--- src/rtl/dvp_frame_bank_ctrl_pkg.sv ---
// Shared constants for the DVP frame-bank scheduler: register map, control bits,
// bank type and FSM state encodings.
package dvp_pkg;

   localparam int BANK_W = 2;
   typedef logic [BANK_W-1:0] bank_t;

   localparam logic [3:0] REG_CR   = 4'd0;
   localparam logic [3:0] REG_SR   = 4'd1;
   localparam logic [3:0] REG_WCNT = 4'd2;
   localparam logic [3:0] REG_DCNT = 4'd3;
   localparam logic [3:0] REG_IFR  = 4'd4;

   localparam int CR_W        = 5;
   localparam int CR_EN       = 0;
   localparam int CR_TRIPLE   = 1;
   localparam int CR_FREEZE   = 2;
   localparam int CR_IE_FRAME = 3;
   localparam int CR_IE_DROP  = 4;

   localparam int IFR_W     = 2;
   localparam int IFR_FRAME = 0;
   localparam int IFR_DROP  = 1;

   localparam logic [1:0] ST_IDLE = 2'd0;
   localparam logic [1:0] ST_WAIT = 2'd1;
   localparam logic [1:0] ST_RUN  = 2'd2;

   // With banks a and b distinct in {0,1,2}, the remaining one is 3-a-b.
   function automatic bank_t third_bank(input bank_t a, input bank_t b);
      return bank_t'(2'd3 - a - b);
   endfunction

endpackage

--- src/rtl/dvp_frame_bank_ctrl_if.sv ---
// Peripheral-bus signal bundle for the frame-bank scheduler register block.
interface dvp_frame_bank_ctrl_if;
   logic [3:0]  PADDR;
   logic        PSEL;
   logic        PENABLE;
   logic        PWRITE;
   logic [31:0] PWDATA;
   logic        PREADY;
   logic [31:0] PRDATA;
   logic        PSLVERROR;

   modport master (output PADDR, PSEL, PENABLE, PWRITE, PWDATA,
                   input  PREADY, PRDATA, PSLVERROR);
   modport slave  (input  PADDR, PSEL, PENABLE, PWRITE, PWDATA,
                   output PREADY, PRDATA, PSLVERROR);
endinterface

--- src/rtl/dvp_frame_bank_ctrl_sync.sv ---
// Multi-flop synchronizer for an asynchronous vsync plus a rising-edge detector
// producing a one-cycle event in the io_ahb_PCLK domain.
module dvp_pulse_sync #(
   parameter int SYNC_STAGES = 2
) (
   input  logic io_ahb_PCLK,
   input  logic io_ahb_PRESET,
   input  logic async_in,
   output logic ev
);

   logic [SYNC_STAGES-1:0] sync_q;
   logic                   edge_q;

   always_ff @(posedge io_ahb_PCLK or posedge io_ahb_PRESET) begin
      if (io_ahb_PRESET) begin
         sync_q <= '0;
         edge_q <= 1'b0;
      end else begin
         sync_q <= {sync_q[SYNC_STAGES-2:0], async_in};
         edge_q <= sync_q[SYNC_STAGES-1];
      end
   end

   assign ev = sync_q[SYNC_STAGES-1] & ~edge_q;

endmodule

--- src/rtl/dvp_frame_bank_ctrl.sv ---
// Frame-buffer bank scheduler: hands out writer/reader DDR3 bank indices for
// double/triple buffering, with a small register block on the peripheral bus.
module dvp_frame_bank_ctrl
   import dvp_pkg::*;
#(
   parameter int SYNC_STAGES = 2,
   parameter int FCNT_W      = 16
) (
   input  logic                  io_ahb_PCLK,
   input  logic                  io_ahb_PRESET,
   dvp_frame_bank_ctrl_if.slave  io_ahb,
   input  logic                  wr_vs_async,
   input  logic                  rd_vs_async,
   output bank_t                 wr_bank,
   output bank_t                 rd_bank,
   output logic                  wr_en,
   output logic                  irq
);

   logic              wr_ev, rd_ev;
   logic [CR_W-1:0]   cr_q, cr_d;
   logic [1:0]        state_q, state_d;
   logic              triple_q, triple_d;
   bank_t             wr_bank_q, wr_bank_d, rd_bank_q, rd_bank_d, rdy_bank_q, rdy_bank_d;
   bank_t             swap_tmp;
   logic              rdy_valid_q, rdy_valid_d, wr_en_q, wr_en_d, irq_q, irq_d;
   logic [FCNT_W-1:0] wcnt_q, wcnt_d, dcnt_q, dcnt_d;
   logic [IFR_W-1:0]  ifr_q, ifr_d;
   logic              apb_wr, apb_rd;
   logic              unused_pwdata;

   dvp_pulse_sync #(.SYNC_STAGES(SYNC_STAGES)) u_wr_sync (
      .io_ahb_PCLK   (io_ahb_PCLK),
      .io_ahb_PRESET (io_ahb_PRESET),
      .async_in      (wr_vs_async),
      .ev            (wr_ev)
   );

   dvp_pulse_sync #(.SYNC_STAGES(SYNC_STAGES)) u_rd_sync (
      .io_ahb_PCLK   (io_ahb_PCLK),
      .io_ahb_PRESET (io_ahb_PRESET),
      .async_in      (rd_vs_async),
      .ev            (rd_ev)
   );

   assign apb_wr        = io_ahb.PSEL & io_ahb.PENABLE & io_ahb.PWRITE;
   assign apb_rd        = io_ahb.PSEL & io_ahb.PENABLE & ~io_ahb.PWRITE;
   assign unused_pwdata = ^io_ahb.PWDATA[31:CR_W];

   always_comb begin
      cr_d        = cr_q;
      state_d     = state_q;
      triple_d    = triple_q;
      wr_bank_d   = wr_bank_q;
      rd_bank_d   = rd_bank_q;
      rdy_bank_d  = rdy_bank_q;
      rdy_valid_d = rdy_valid_q;
      wr_en_d     = wr_en_q;
      wcnt_d      = wcnt_q;
      dcnt_d      = dcnt_q;
      ifr_d       = ifr_q;
      swap_tmp    = '0;

      if (apb_wr && io_ahb.PADDR == REG_CR)  cr_d  = io_ahb.PWDATA[CR_W-1:0];
      if (apb_wr && io_ahb.PADDR == REG_IFR) ifr_d = ifr_q & ~io_ahb.PWDATA[IFR_W-1:0];

      case (state_q)
         ST_IDLE: begin
            if (cr_q[CR_EN]) begin
               state_d  = ST_WAIT;
               triple_d = cr_q[CR_TRIPLE];
               wcnt_d   = '0;
               dcnt_d   = '0;
               ifr_d    = '0;
            end
         end
         ST_WAIT: begin
            // The first vsync only aligns the writer to a frame start.
            if (wr_ev) begin
               state_d = ST_RUN;
               wr_en_d = 1'b1;
            end
         end
         ST_RUN: begin
            if (wr_ev) begin
               wcnt_d           = wcnt_q + FCNT_W'(1);
               ifr_d[IFR_FRAME] = 1'b1;
               if (rdy_valid_q) begin
                  ifr_d[IFR_DROP] = 1'b1;
                  if (dcnt_q != '1) dcnt_d = dcnt_q + FCNT_W'(1);
               end
               rdy_bank_d  = wr_bank_q;
               rdy_valid_d = 1'b1;
               if (triple_q) wr_bank_d = third_bank(wr_bank_q, rd_bank_q);
            end
            // Read swap sees the post-completion ready state.
            if (rd_ev && !cr_q[CR_FREEZE] && rdy_valid_d) begin
               if (triple_q) begin
                  rd_bank_d = rdy_bank_d;
               end else begin
                  swap_tmp  = wr_bank_d;
                  wr_bank_d = rd_bank_d;
                  rd_bank_d = swap_tmp;
               end
               rdy_valid_d = 1'b0;
            end
         end
         default: state_d = ST_IDLE;
      endcase

      if (!cr_q[CR_EN]) begin
         state_d     = ST_IDLE;
         wr_bank_d   = bank_t'(0);
         rd_bank_d   = bank_t'(1);
         rdy_bank_d  = bank_t'(0);
         rdy_valid_d = 1'b0;
         wr_en_d     = 1'b0;
      end

      irq_d = |(ifr_d & {cr_d[CR_IE_DROP], cr_d[CR_IE_FRAME]});
   end

   always_ff @(posedge io_ahb_PCLK or posedge io_ahb_PRESET) begin
      if (io_ahb_PRESET) begin
         cr_q        <= '0;
         state_q     <= ST_IDLE;
         triple_q    <= 1'b0;
         wr_bank_q   <= bank_t'(0);
         rd_bank_q   <= bank_t'(1);
         rdy_bank_q  <= bank_t'(0);
         rdy_valid_q <= 1'b0;
         wr_en_q     <= 1'b0;
         wcnt_q      <= '0;
         dcnt_q      <= '0;
         ifr_q       <= '0;
         irq_q       <= 1'b0;
      end else begin
         cr_q        <= cr_d;
         state_q     <= state_d;
         triple_q    <= triple_d;
         wr_bank_q   <= wr_bank_d;
         rd_bank_q   <= rd_bank_d;
         rdy_bank_q  <= rdy_bank_d;
         rdy_valid_q <= rdy_valid_d;
         wr_en_q     <= wr_en_d;
         wcnt_q      <= wcnt_d;
         dcnt_q      <= dcnt_d;
         ifr_q       <= ifr_d;
         irq_q       <= irq_d;
      end
   end

   always_comb begin
      io_ahb.PRDATA = '0;
      if (apb_rd) begin
         case (io_ahb.PADDR)
            REG_CR:   io_ahb.PRDATA = 32'(cr_q);
            REG_SR:   io_ahb.PRDATA = 32'({wr_en_q, rdy_valid_q, rdy_bank_q, rd_bank_q, wr_bank_q});
            REG_WCNT: io_ahb.PRDATA = 32'(wcnt_q);
            REG_DCNT: io_ahb.PRDATA = 32'(dcnt_q);
            REG_IFR:  io_ahb.PRDATA = 32'(ifr_q);
            default:  io_ahb.PRDATA = '0;
         endcase
      end
   end

   assign io_ahb.PREADY    = 1'b1;
   assign io_ahb.PSLVERROR = 1'b0;
   assign wr_bank          = wr_bank_q;
   assign rd_bank          = rd_bank_q;
   assign wr_en            = wr_en_q;
   assign irq              = irq_q;

endmodule

--- src/flat_wrapper.sv ---
// flat-port wrapper written by rule: the top's interface ports become plain ports
module dvp_frame_bank_ctrl_flat import dvp_pkg::*;
#(
   parameter int SYNC_STAGES = 2,
   parameter int FCNT_W      = 16
)
  (io_ahb_PCLK, io_ahb_PRESET, wr_vs_async, rd_vs_async, wr_bank, rd_bank, wr_en, irq, io_ahb_PADDR, io_ahb_PSEL, io_ahb_PENABLE, io_ahb_PWRITE, io_ahb_PWDATA, io_ahb_PREADY, io_ahb_PRDATA, io_ahb_PSLVERROR);
  dvp_frame_bank_ctrl_if io_ahb_i ();
  input  logic io_ahb_PCLK;
  input  logic io_ahb_PRESET;
  input  logic wr_vs_async;
  input  logic rd_vs_async;
  output bank_t wr_bank;
  output bank_t rd_bank;
  output logic wr_en;
  output logic irq;
  input wire logic [$bits(io_ahb_i.PADDR)-1:0] io_ahb_PADDR;
  input wire logic [$bits(io_ahb_i.PSEL)-1:0] io_ahb_PSEL;
  input wire logic [$bits(io_ahb_i.PENABLE)-1:0] io_ahb_PENABLE;
  input wire logic [$bits(io_ahb_i.PWRITE)-1:0] io_ahb_PWRITE;
  input wire logic [$bits(io_ahb_i.PWDATA)-1:0] io_ahb_PWDATA;
  output wire logic [$bits(io_ahb_i.PREADY)-1:0] io_ahb_PREADY;
  output wire logic [$bits(io_ahb_i.PRDATA)-1:0] io_ahb_PRDATA;
  output wire logic [$bits(io_ahb_i.PSLVERROR)-1:0] io_ahb_PSLVERROR;
  assign io_ahb_i.PADDR = io_ahb_PADDR;
  assign io_ahb_i.PSEL = io_ahb_PSEL;
  assign io_ahb_i.PENABLE = io_ahb_PENABLE;
  assign io_ahb_i.PWRITE = io_ahb_PWRITE;
  assign io_ahb_i.PWDATA = io_ahb_PWDATA;
  assign io_ahb_PREADY = io_ahb_i.PREADY;
  assign io_ahb_PRDATA = io_ahb_i.PRDATA;
  assign io_ahb_PSLVERROR = io_ahb_i.PSLVERROR;
  dvp_frame_bank_ctrl #(.SYNC_STAGES(SYNC_STAGES), .FCNT_W(FCNT_W)) u_core (.io_ahb_PCLK(io_ahb_PCLK), .io_ahb_PRESET(io_ahb_PRESET), .io_ahb(io_ahb_i), .wr_vs_async(wr_vs_async), .rd_vs_async(rd_vs_async), .wr_bank(wr_bank), .rd_bank(rd_bank), .wr_en(wr_en), .irq(irq));
endmodule
--- config.mk ---
export PLATFORM = sky130hd
export DESIGN_NAME = dvp_frame_bank_ctrl_flat
export DESIGN_NICKNAME = d
export VERILOG_FILES = /design/src/rtl/dvp_frame_bank_ctrl_pkg.sv /design/src/rtl/dvp_frame_bank_ctrl_if.sv /design/src/rtl/dvp_frame_bank_ctrl_sync.sv /design/src/rtl/dvp_frame_bank_ctrl.sv /design/src/flat_wrapper.sv
export SDC_FILE = /design/constraint.sdc
export NUM_CORES = 1
export LEC_CHECK = 0
export CORE_MARGIN = 5
export CORE_UTILIZATION = 50
export DETAILED_ROUTE_END_ITERATION = 8
export GPL_TIMING_DRIVEN = 0
export PLACE_DENSITY = 0.81
export SYNTH_ARGS = -nofsm -noshare
export SYNTH_HDL_FRONTEND = slang
export SYNTH_HIERARCHICAL = 1
export SYNTH_SLANG_ARGS = --single-unit
export TNS_END_PERCENT = 1
--- constraint.sdc ---
create_clock -name io_ahb_PCLK -period 2.36 [get_ports io_ahb_PCLK]
set_input_delay 0.472 -clock io_ahb_PCLK [delete_from_list [all_inputs] [get_ports io_ahb_PCLK]]
set_output_delay 0.472 -clock io_ahb_PCLK [all_outputs]
set_load 0.005 [all_outputs]
-- After elaboration in Yosys (flattened, before gate mapping)
Index checks and enable logic that the tools add are counted.
- input bits: 43
- register bits: 57
- output and inout bits: 40
- logic and storage cells: 103
- bitwise operators: 11
- multiplexer cells: 39
- $add $sub $neg: 4
- reductions and logical operators: 15
- equality and inequality tests: 17
- operators with widths (kind ; count):
    2-to-1 mux 16 bit ; 5
    case mux 16 bit (5 select lines) ; 1
    case mux 16 bit (2 select lines) ; 2
    2-to-1 mux 2 bit ; 18
    adder 16 x 1 -> 16 bit, second input constant ; 2
    2-to-1 mux 32 bit ; 1
    inequality test 16 bit, second input constant ; 1
    inequality test 2 bit, second input constant ; 6
    2-to-1 mux 1 bit ; 9
    == test 4 x 2 -> 1 bit, second input constant ; 2
    AND reduction 2 bit ; 4
    inequality test 2 x 1 -> 1 bit, second input constant ; 3
    case mux 2 bit (3 select lines) ; 1
    AND 1 bit ; 5
    2-to-1 mux 5 bit ; 1
    AND reduction 5 bit ; 1
    AND 2 bit ; 2
    == test 4 x 1 -> 1 bit, second input constant ; 1
    == test 4 x 3 -> 1 bit, second input constant ; 1
    logical AND 1 bit ; 4
    logical NOT 4 bit ; 1
    case mux 2 bit (2 select lines) ; 1
    inequality test 3 bit, second input constant ; 1
    NOT 1 bit ; 3
    other kinds (10) ; 10

-- Logic depth before layout (Yosys ltp)
- depth after elaboration: 9
- mapped depth: 7
- depth with buffers taken out: 5

-- By module
Netlist, hierarchy kept.
- by module, submodules not included (module ; seq. area each (µm²) ; cells each ; area an instance (µm²) ; times used):
    dvp_frame_bank_ctrl ; 1277.5 ; 342 ; 3186.8 ; 1
    dvp_pulse_sync ; 75.1 ; 5 ; 92.6 ; 2

-- Least setup slack after synthesis
Ideal clock, no wire load.
- path type: input -> output
- start: input port io_ahb_PADDR[0]
- end: output port io_ahb_PRDATA[10]
- data arrival time: 1.552 ns
- cell stages on the path: 4
- required time: 1.888 ns
- path buffers: 1
- setup slack: 0.336 ns
- path through: buf_1 nor4b_2 a22oi_1 nor2_1
- word-level cells in the longest chain between the ends: 3
- elaborated cells between the ends (all ways): 7
- those cells by class: 4 x eq/ne; 2 x mux; 1 x reduce/logical
- RTL lines (what ; RTL line ; text):
    start, declared ; flat_wrapper.sv:17 ; input wire logic [$bits(io_ahb_i.PADDR)-1:0] io_ahb_PADDR;
    == test 4 x 3 -> 1 bit (tied with other cells) ; dvp_frame_bank_ctrl.sv:156 ; case (io_ahb.PADDR)
    case mux 16 bit (5 select lines) * ; dvp_frame_bank_ctrl.sv:156 ;
    2-to-1 mux 32 bit * ; dvp_frame_bank_ctrl.sv:155 ; if (apb_rd) begin
    end, declared ; flat_wrapper.sv:23 ; output wire logic [$bits(io_ahb_i.PRDATA)-1:0] io_ahb_PRDATA;
Mark *: on every way between the ends. The rest lies on a longest branch, timed or not.

-- Worst setup path after layout
- start: input port io_ahb_PSEL
- end: output port io_ahb_PRDATA[6]
- word-level cells in the longest chain between the ends: 3
- RTL lines (what ; RTL line ; text):
    start, declared ; flat_wrapper.sv:18 ; input wire logic [$bits(io_ahb_i.PSEL)-1:0] io_ahb_PSEL;
    AND 1 bit (2 in a row) ; dvp_frame_bank_ctrl.sv:47 ; assign apb_rd = io_ahb.PSEL & io_ahb.PENABLE & ~io_ahb.PWRITE;
    2-to-1 mux 32 bit ; dvp_frame_bank_ctrl.sv:155 ;
No other way between the ends.

==> flow_summary.yaml <==
outcome:
  status: "complete, but fails checks"
  violations: "negative setup slack"
logic_synthesis:
  synth_edf_count: 0
  ys.flop_type: "dfrtp_1"
  async_flop_share_pct: 100
  synth_cell_types: 57
  synth_area_leaders: "dfrtp_1 (42%), buf_4 (4.0%), nor2_1 (3.9%)"
  synth.top_cell.area_share_pct: 41.6
  synth_area_per_cell_um2: 9.58
  yosysWarningCount: 6
  seq_area_frac_synth_pct: 42.3
  ys_seq_elements: 57
  yosysTopAreaCell: "dfrtp_1"
  syn_inst: 352
  syn_area_um2: 3370
sta:
  fin_crit_sh_pct: 105
  finalSetupViolCount: 9
  hold_viol_final: 0
  rsz0062_at_grt: "yes"
  fin_crit_ns: 2.49
  fin_skew_ns: 0.00575
  drv_slew: 0
  worst_slew_pin_slew_ns: 0.527
  slew-limit-headroom_pct: 64.7
  fmax_mhz: 402
  setup_slack_ns: -0.125
  fin_setup_tns_ns: -0.471
routing:
  first_iter_violations: 218
  routed_wl_mm: 8.88
  drc: 0
  ant_nets: 0
  post_drt_wl_per_cell_um: 17.7
  drtPass1Iterations: 6
  routed_via_density: 5.98
  via_count: 3007
global_routing:
  grt_pass1_vias: 2858
  track_usage_pct: 21.4
  grt_pass1_wl_mm: 14.3
  grt_max_degree: 40
  gr-total-overflow: 0
  antenna_found_initial: 0
min_path:
  min-delay-path-class: "flip-flop to flip-flop"
  worstHoldPathCells: 0
placed_design:
  dp_hpwl_mm: 6.50
  port_buffers: 37
  place_congestion: 0.874
cts:
  clkTransAtPathRegs_ns: 0.07
  clock-sinks: 57
  clock_latency_ns: 0.34
  htree_levels: 3
  cts_root_buf: "clkbuf_8"
  cts_buffer_depth: 2
  cts_buffers: 9
  cts_tree: "yes"
floorplan:
  die_width_um: 92.1
  core_area_um2: 6680
  initial_core_util_pct: 50.5
  die_y_um: 92.1
  pin_count: 83
  rows: 30
  dieArea_um2: 8490
power:
  powerDensity_nw_per_um2: 595
  ir_drop_mv: 0.431
  leakagePower_uw: 0.00181
  power_uw: 2560
worst_setup_path:
  start_kind: "input port"
  worstPathRequired_ns: 1.89
  endpoint_kind: "primary output"
  crit_type: "input port to primary output"
  worstPathMaxFanout: 5
  ff2ff_path_depth: 6
  arrival_ns: 2.01
cells_and_area:
  final_nets: 464
  diodes: 0
  regArea_um2: 1430
  n_fill_cell: 554
  multi_input_comb_area_um2: 1840
  drive_above_1_share_pct: 19.1
  area_growth_pct: 27.7
job:
  maxCapViolCount: 0
-- critical path, cell delays in order --
cell and delay, ns:
clkdlybuf4s50_1 0.47, nand2_1 0.09, nor3_4 0.20, nand2b_4 0.12, nor2_2 0.15, clkdlybuf4s50_1 0.52
-- area by class of cell --
type	instances	area share, %
clock inverter	5	2.91
buffer	33	5.38
tap	80	2.32
multi-input combinational	266	42.7
inverter	11	0.959
clock buffer	11	3.52
timing repair buffer	40	8.95
sequential	57	33.2
-- placed cells by master (no fill, tap or decap), drive strengths merged, types with 11 or more instances in the layout --
cell type / instances
a22oi: 11
a21oi: 22
buf: 26
o31ai: 11
nor2: 35
o21ai: 11
nand3: 11
dfrtp: 56
or4: 12
nand2: 20
dlygate4sd2: 13
clkbuf: 23
clkdlybuf4s50: 20
conb: 18
-- power breakdown --
| group | total [uW] | internal [uW] | switching [uW] |
|---|---|---|---|
| sequential | 1030 | 1000 | 23.0 |
| combinational | 271 | 116 | 155 |
| clock | 1270 | 864 | 401 |
-- final timing paths --
path / startpoint / endpoint / slack, ns
max: io_ahb_PSEL / io_ahb_PRDATA[6] / -0.13
min: u_core/u_rd_sync/sync_q[0]$_DFF_PP0_ / u_core/u_rd_sync/sync_q[1]$_DFF_PP0_ / 0.35
max reg2reg: u_core/dcnt_q[0]$_DFFE_PP0P_ / u_core/dcnt_q[6]$_DFFE_PP0P_ / 0.14
min reg2reg: u_core/u_rd_sync/sync_q[0]$_DFF_PP0_ / u_core/u_rd_sync/sync_q[1]$_DFF_PP0_ / 0.35
max in group asynchronous: io_ahb_PRESET / u_core/cr_q[0]$_DFFE_PP0P_ / 1.39
min in group asynchronous: io_ahb_PRESET / u_core/u_wr_sync/sync_q[1]$_DFF_PP0_ / 0.36
-- layer usage --
layer / vias up / global-route usage (%) / wire length [um]
met1: 1458 / 26.6 / 3670
li1: 1406 / - / -
met2: 122 / 35.9 / 4480
met5: - / 0 / 0
met3: 21 / 5.09 / 534
met4: 0 / 8.54 / 200
-- logic make-up after synthesis --
logic type,count (synthesis),synth area share [%]
other,2,0.223
DFF,57,42.3
buffers and inverters,45,7.27
AOI/OAI and AO/OA,76,15.0
xor gates and xnor gates,8,2.08
adders and majority gates,3,1.11
muxes,21,8.46
and+or+nand+nor,140,23.5
-- through the flow --
step	worst slack (ns)	util, %	cell area, um2	hold WS (ns)	cells
finish	-0.125	64.4	4310	0.352	503
CTS	-0.196	63.7	4260	0.354	502
global route	-0.210	64.4	4310	0.363	503
floorplan	0.336	-	3430	0.226	368
global placement	-1.16	58.4	3900	0.336	485
detailed placement	-1.22	58.7	3920	0.338	486
-- Yosys cell counts (all sizes together), types with 5 or more instances --
library cell	n
nand2	20
mux2	10
nand2b	5
a22oi	11
nor3	8
nand4	10
nor2b	8
mux2i	6
clkbuf	13
a21oi	22
nor2	35
o21ai	11
buf	21
xor2	5
o31ai	11
or4	12
mux4	5
inv	10
or3	9
dfrtp	56
nand3	11
-- flip-flops by register name, indices dropped and copies added (netlist names) --
signal,cells
u_core/cr_q,5
u_core/dcnt_q,16
u_core/ifr_q,2
u_core/irq,1
u_core/rd_bank,2
u_core/rdy_bank_q,2
u_core/rdy_valid_q,1
u_core/state_q,2
u_core/triple_q,1
u_core/u_rd_sync/edge_q,1
u_core/u_rd_sync/sync_q,2
u_core/u_wr_sync/edge_q,1
u_core/u_wr_sync/sync_q,2
u_core/wcnt_q,16
u_core/wr_bank,2
u_core/wr_en,1
-- what timing repair did --
item	CTS	global route
gates resized for setup	40	17
hold buffers	0	0
setup buffers	1	1
pin swaps	0	1
setup endpoints to repair	16	30
(Power assumes the default switching activity.)
